### src/rtl/axis_pipe_reg.sv
// rtl/axis_pipe_reg.sv - LENGTH-deep chain of AXI4-Stream register slices with occupancy count
// Disabled sidebands are zeroed on entry so their flops are constant and drop out in synthesis.
module axis_pipe_reg #(
  parameter int DATA_WIDTH  = 8,
  parameter bit KEEP_ENABLE = (DATA_WIDTH > 8),
  parameter int KEEP_WIDTH  = ((DATA_WIDTH + 7) / 8),
  parameter bit LAST_ENABLE = 1'b1,
  parameter bit ID_ENABLE   = 1'b0,
  parameter int ID_WIDTH    = 8,
  parameter bit DEST_ENABLE = 1'b0,
  parameter int DEST_WIDTH  = 8,
  parameter bit USER_ENABLE = 1'b0,
  parameter int USER_WIDTH  = 1,
  parameter int REG_TYPE    = 2,
  parameter int LENGTH      = 2,
  parameter int CNT_WIDTH   = $clog2(2 * LENGTH + 1)
) (
  input  logic                  clk,
  input  logic                  rst_n,
  input  logic [DATA_WIDTH-1:0] s_axis_tdata,
  input  logic                  s_axis_tvalid,
  output logic                  s_axis_tready,
  input  logic                  s_axis_tlast,
  input  logic [KEEP_WIDTH-1:0] s_axis_tkeep,
  input  logic [ID_WIDTH-1:0]   s_axis_tid,
  input  logic [DEST_WIDTH-1:0] s_axis_tdest,
  input  logic [USER_WIDTH-1:0] s_axis_tuser,
  output logic [DATA_WIDTH-1:0] m_axis_tdata,
  output logic                  m_axis_tvalid,
  input  logic                  m_axis_tready,
  output logic                  m_axis_tlast,
  output logic [KEEP_WIDTH-1:0] m_axis_tkeep,
  output logic [ID_WIDTH-1:0]   m_axis_tid,
  output logic [DEST_WIDTH-1:0] m_axis_tdest,
  output logic [USER_WIDTH-1:0] m_axis_tuser,
  output logic [CNT_WIDTH-1:0]  occupancy
);

  localparam int KO = DATA_WIDTH;
  localparam int LO = KO + KEEP_WIDTH;
  localparam int IO = LO + 1;
  localparam int DO = IO + ID_WIDTH;
  localparam int UO = DO + DEST_WIDTH;
  localparam int PW = UO + USER_WIDTH;

  logic [PW-1:0] s_pay;
  logic [PW-1:0] m_pay;

  assign s_pay = {USER_ENABLE ? s_axis_tuser : {USER_WIDTH{1'b0}},
                  DEST_ENABLE ? s_axis_tdest : {DEST_WIDTH{1'b0}},
                  ID_ENABLE   ? s_axis_tid   : {ID_WIDTH{1'b0}},
                  LAST_ENABLE ? s_axis_tlast : 1'b0,
                  KEEP_ENABLE ? s_axis_tkeep : {KEEP_WIDTH{1'b0}},
                  s_axis_tdata};

  assign m_axis_tdata = m_pay[DATA_WIDTH-1:0];
  assign m_axis_tkeep = KEEP_ENABLE ? m_pay[LO-1:KO] : {KEEP_WIDTH{1'b1}};
  assign m_axis_tlast = LAST_ENABLE ? m_pay[LO] : 1'b1;
  assign m_axis_tid   = ID_ENABLE   ? m_pay[DO-1:IO] : {ID_WIDTH{1'b0}};
  assign m_axis_tdest = DEST_ENABLE ? m_pay[UO-1:DO] : {DEST_WIDTH{1'b0}};
  assign m_axis_tuser = USER_ENABLE ? m_pay[PW-1:UO] : {USER_WIDTH{1'b0}};

  generate
    if (REG_TYPE == 0) begin : g_bypass
      assign s_axis_tready = m_axis_tready;
      assign m_axis_tvalid = s_axis_tvalid;
      assign m_pay         = s_pay;
      assign occupancy     = '0;
    end else begin : g_chain
      // Index 0 is the slave side of the chain, index LENGTH the master side.
      logic [LENGTH:0] c_vld;
      logic [LENGTH:0] c_rdy;
      logic [PW-1:0]   c_pay [LENGTH+1];
      logic [CNT_WIDTH-1:0] occ_d, occ_q;
      logic in_fire, out_fire;

      assign c_vld[0]      = s_axis_tvalid;
      assign c_pay[0]      = s_pay;
      assign s_axis_tready = c_rdy[0];
      assign c_rdy[LENGTH] = m_axis_tready;
      assign m_axis_tvalid = c_vld[LENGTH];
      assign m_pay         = c_pay[LENGTH];

      for (genvar i = 0; i < LENGTH; i++) begin : g_stage
        if (REG_TYPE == 1) begin : g_simple
          logic vld_d, vld_q, rdy_d, rdy_q;
          logic [PW-1:0] pay_d, pay_q;

          always_comb begin
            vld_d = vld_q;
            pay_d = pay_q;
            if (vld_q && c_rdy[i+1]) vld_d = 1'b0;
            if (c_vld[i] && rdy_q) begin
              vld_d = 1'b1;
              pay_d = c_pay[i];
            end
            rdy_d = !vld_d;
          end

          always_ff @(posedge clk or negedge rst_n) begin
            if (!rst_n) begin
              vld_q <= 1'b0;
              rdy_q <= 1'b0;
              pay_q <= '0;
            end else begin
              vld_q <= vld_d;
              rdy_q <= rdy_d;
              pay_q <= pay_d;
            end
          end

          assign c_vld[i+1] = vld_q;
          assign c_pay[i+1] = pay_q;
          assign c_rdy[i]   = rdy_q;
        end else begin : g_skid
          logic out_vld_d, out_vld_q, skid_vld_d, skid_vld_q, rdy_d, rdy_q;
          logic [PW-1:0] out_pay_d, out_pay_q, skid_pay_d, skid_pay_q;

          // Ready is low whenever the skid holds a beat, so it always drains before new input.
          always_comb begin
            out_vld_d  = out_vld_q;
            out_pay_d  = out_pay_q;
            skid_vld_d = skid_vld_q;
            skid_pay_d = skid_pay_q;
            if (c_rdy[i+1] || !out_vld_q) begin
              if (skid_vld_q) begin
                out_vld_d  = 1'b1;
                out_pay_d  = skid_pay_q;
                skid_vld_d = 1'b0;
              end else if (c_vld[i] && rdy_q) begin
                out_vld_d = 1'b1;
                out_pay_d = c_pay[i];
              end else begin
                out_vld_d = 1'b0;
              end
            end else if (c_vld[i] && rdy_q) begin
              skid_vld_d = 1'b1;
              skid_pay_d = c_pay[i];
            end
            rdy_d = !skid_vld_d;
          end

          always_ff @(posedge clk or negedge rst_n) begin
            if (!rst_n) begin
              out_vld_q  <= 1'b0;
              out_pay_q  <= '0;
              skid_vld_q <= 1'b0;
              skid_pay_q <= '0;
              rdy_q      <= 1'b0;
            end else begin
              out_vld_q  <= out_vld_d;
              out_pay_q  <= out_pay_d;
              skid_vld_q <= skid_vld_d;
              skid_pay_q <= skid_pay_d;
              rdy_q      <= rdy_d;
            end
          end

          assign c_vld[i+1] = out_vld_q;
          assign c_pay[i+1] = out_pay_q;
          assign c_rdy[i]   = rdy_q;
        end
      end

      assign in_fire  = s_axis_tvalid && s_axis_tready;
      assign out_fire = m_axis_tvalid && m_axis_tready;

      always_comb begin
        occ_d = occ_q;
        if (in_fire && !out_fire)      occ_d = occ_q + CNT_WIDTH'(1);
        else if (!in_fire && out_fire) occ_d = occ_q - CNT_WIDTH'(1);
      end

      always_ff @(posedge clk or negedge rst_n) begin
        if (!rst_n) occ_q <= '0;
        else        occ_q <= occ_d;
      end

      assign occupancy = occ_q;
    end
  endgenerate

endmodule

### config.mk
export PLATFORM = sky130hd
export DESIGN_NAME = axis_pipe_reg
export DESIGN_NICKNAME = d
export VERILOG_FILES = /design/src/rtl/axis_pipe_reg.sv
export SDC_FILE = /design/constraint.sdc
export NUM_CORES = 1
export LEC_CHECK = 0
export BUFFER_PORTS_ARGS = -buffer_cell sky130_fd_sc_hd__buf_2
export CAP_MARGIN = 25
export CORE_MARGIN = 10
export CORE_UTILIZATION = 46
export CTS_CLUSTER_DIAMETER = 40
export CTS_CLUSTER_SIZE = 30
export DETAILED_ROUTE_END_ITERATION = 10
export PLACE_DENSITY = 0.83
export SYNTH_ARGS = -nofsm -noshare
export SYNTH_HDL_FRONTEND = slang
export SYNTH_SLANG_ARGS = --single-unit
### constraint.sdc
create_clock -name clk -period 1.6 [get_ports clk]
set_input_delay 0.08 -clock clk [delete_from_list [all_inputs] [get_ports clk]]
set_output_delay 0.08 -clock clk [all_outputs]
set_load 0.005 [all_outputs]
==> impl_metrics.ini <==
[pwr]
leakage_uw = 0.00111
power.share.clock_pct = 16.5
p_sw_uw = 1190
seqPwrFrac_pct = 48.2
pwr-share-comb_pct = 35.3
switching_share_pct = 29.4
powerDensity_nw_per_um2 = 1690
ir_drop_v = 0.000859
p_int_uw = 2870
power_uw = 4060

[placement]
port_buffers = 26
dp.cells = 227
hpwl_um = 2770
gp_congestion = 0.706

[worst_setup_path]
worstPathArrival_ns = 1.75
cp_data_required_time_ns = 1.79
path_class = flip-flop to flip-flop
crit_path_max_fanout = 2
worst_setup_path_end_kind = flip-flop
start_kind = flip-flop

[drt]
antenna_left = 0
vias_per_cell = 4.84
remaining_drc_errors = 0
first_pass_iters = 4
drt_iter0_markers = 46
vias = 1151
routed_wl_um = 3610
wl_per_cell_um = 15.2

[floorplanning]
die_y_um = 87.9
io_pins = 63
start_util_pct = 48.0
fp.dieW_um = 87.9
die_area_um2 = 7720
num_rows = 24
coreArea_um2 = 4410

[yosys]
synth.ff_latch_count = 45
ys_warn_count = 0
synth_area_um2 = 2120
synthCells = 147
ys_seq_area_share_pct = 53.1
yosysUniqueCellTypes = 22
avgSynthCellArea_um2 = 14.4

[timing]
finalCritPeriodShare_pct = 97.3
setup_violations = 0
skew_ns = 0.00654
finalCriticalPeriod_ns = 1.56
hold_violations = 0
rsz0062_at_grt = true
max_freq_mhz = 642
slew_viol_final = 0

[global_route]
grt_overflow = 0
grt_antenna_before_repair = 0
grt_max_degree = 23
grt_usage_pct = 10.2
grt_pass1_wl_um = 6140
grt_pass1_vias = 1282

[cells_and_area]
num-nets-final = 218
drive_above_1_share_pct = 56.5
diodes = 0
synthToLayoutAreaGrowth_pct = 13.6
final-instance-count-excl-fill = 238

[clock_network]
cts_tree = built
cts.path.max_buffers = 2
path_clk_slew_ns = 0.08
clock-sinks = 45
htreeDepth = 2
cts-buffers-inserted = 5
insertion_delay_ns = 0.30
cts-root-buf = clkbuf_8

[job]
cap_violations = 0

[run_status]
status = finished clean

[hold_path]
holdCritPathClass = primary input to flip-flop
-- cells by family (layout without fill, tap and decap cells) --
kind of cell / Yosys count / count (layout) / share of synthesized area (%)
compound gates: 3 / 3 / 1.24
xor+xnor: 3 / 3 / 1.24
fa+ha+maj: 2 / 2 / 1.53
buf+inv: 23 / 46 / 7.38
flops: 45 / 45 / 53.1
mux: 55 / 55 / 29.2
other cells: 2 / 18 / 0.354
simple gates: 14 / 14 / 5.90
-- Yosys cell counts --
cell     number  share of area, %
mux2_2       55                29
dfrtp_1      45                53
buf_4        18               6.4
inv_1         3              0.53
nand2_1       3              0.53
or2b_1        3               1.1
buf_2         2              0.47
conb_1        2              0.35
nor2b_4       2               1.3
xor2_1        2              0.83
a21oi_1       1              0.24
a21oi_4       1              0.77
and2_2        1              0.35
fa_1          1              0.94
ha_1          1              0.59
nand2_4       1              0.53
nand3_2       1              0.47
nor2_1        1              0.18
nor2_4        1              0.53
nor2_8        1              0.94
o21ai_0       1              0.24
xnor2_1       1              0.41
-- timing repair --
item	4_1_cts	5_1_grt
hold endpoints to repair	20	0
hold buffers	1	0
setup buffers	1	1
setup endpoints to repair	2	2
gates resized for setup	2	2
pin swaps	2	3
-- through the flow --
step / setup TNS [ns] / utilization, % / setup WS, ns / instance area (um2) / hold WS (ns)
2_1_floorplan: 0 / - / 0.0230 / 2180 / -0.216
3_3_place_gp: 0 / 51.8 / 0.0193 / 2290 / 0.0589
3_5_place_dp: -0.0346 / 51.8 / -0.0346 / 2290 / 0.0676
4_1_cts: 0 / 54.3 / 0.0137 / 2400 / 0.0108
5_1_grt: -0.0175 / 54.6 / -0.0129 / 2410 / 0.0167
6_report: 0 / 54.6 / 0.0425 / 2410 / 0.0204
-- state kept, by name, indices dropped and copies added, names as in the netlist --
register                           flops
m_axis_tvalid                          1
g_chain.g_stage.g_skid.rdy_q           1
occupancy                              3
g_chain.g_stage.g_skid.out_pay_q      18
s_axis_tready                          1
g_chain.g_stage.g_skid.skid_vld_q      2
g_chain.g_stage.g_skid.skid_pay_q     18
g_chain.g_stage.g_skid.out_vld_q       1
-- path summary, 6_finish.rpt --
| path | from | end | slack, ns | cells past startpoint |
|---|---|---|---|---|
| max | s_axis_tready | occupancy[1] | 0.04 | 5 |
| max reg2reg | s_axis_tready | occupancy[1] | 0.04 | 5 |
| max in group asynchronous | rst_n | g_chain.g_stage[0].g_skid.out_pay_q[3] | 0.78 | 3 |
| min | s_axis_tdata[6] | g_chain.g_stage[0].g_skid.skid_pay_q[6] | 0.02 | 2 |
| min in group asynchronous | rst_n | g_chain.g_stage[0].g_skid.skid_pay_q[6] | 0.26 | 2 |
| min reg2reg | occupancy[2] | occupancy[2] | 0.47 | 1 |
-- power groups by stage --
stage          Clock, uW  Combinational, uW  Sequential, uW
4_1_cts              706               1470            1970
2_1_floorplan          0               1040            1920
5_1_grt              762               1600            2040
3_5_place_dp           0               1430            1990
6_report             672               1430            1960
3_3_place_gp           0               1400            1950
-- critical path: stages (launching register included) --
cell and delay (ns):
dfrtp_1 0.39, and2_4 0.17, ha_4 0.16, inv_2 0.05
fa_2 0.42, mux2_2 0.27
-- placed cells by master, fill, tap and decap left out, types with 2 or more instances in the layout --
cell type / instances
buf_2: 26
buf_4: 7
clkbuf_1: 3
clkbuf_8: 5
conb_1: 18
dfrtp_1: 45
inv_1: 2
mux2_2: 55
nand2_1: 3
nor2b_4: 2
or2b_1: 3
xor2_1: 2
-- per-layer routing --
| layer | GRT usage, % | part of all wire, % | up-vias |
|---|---|---|---|
| li1 | - | - | 537 |
| met1 | 10.7 | 37 | 576 |
| met2 | 17.6 | 51 | 31 |
| met3 | 4.64 | 9.6 | 7 |
| met4 | 3.91 | 1.5 | 0 |
| met5 | 0 | 0 | - |
-- final cells by class --
| cell class | count | area, um2 |
|---|---|---|
| clock buffers | 8 | 80.1 |
| inverters | 3 | 11.3 |
| multi-input cells | 95 | 913 |
| repair buffers | 35 | 213 |
| flip-flops and latches | 45 | 1130 |
| well taps | 52 | 65.1 |
| fillers | 394 | 2010 |
No activity file was read; power rests on OpenSTA's default activity.
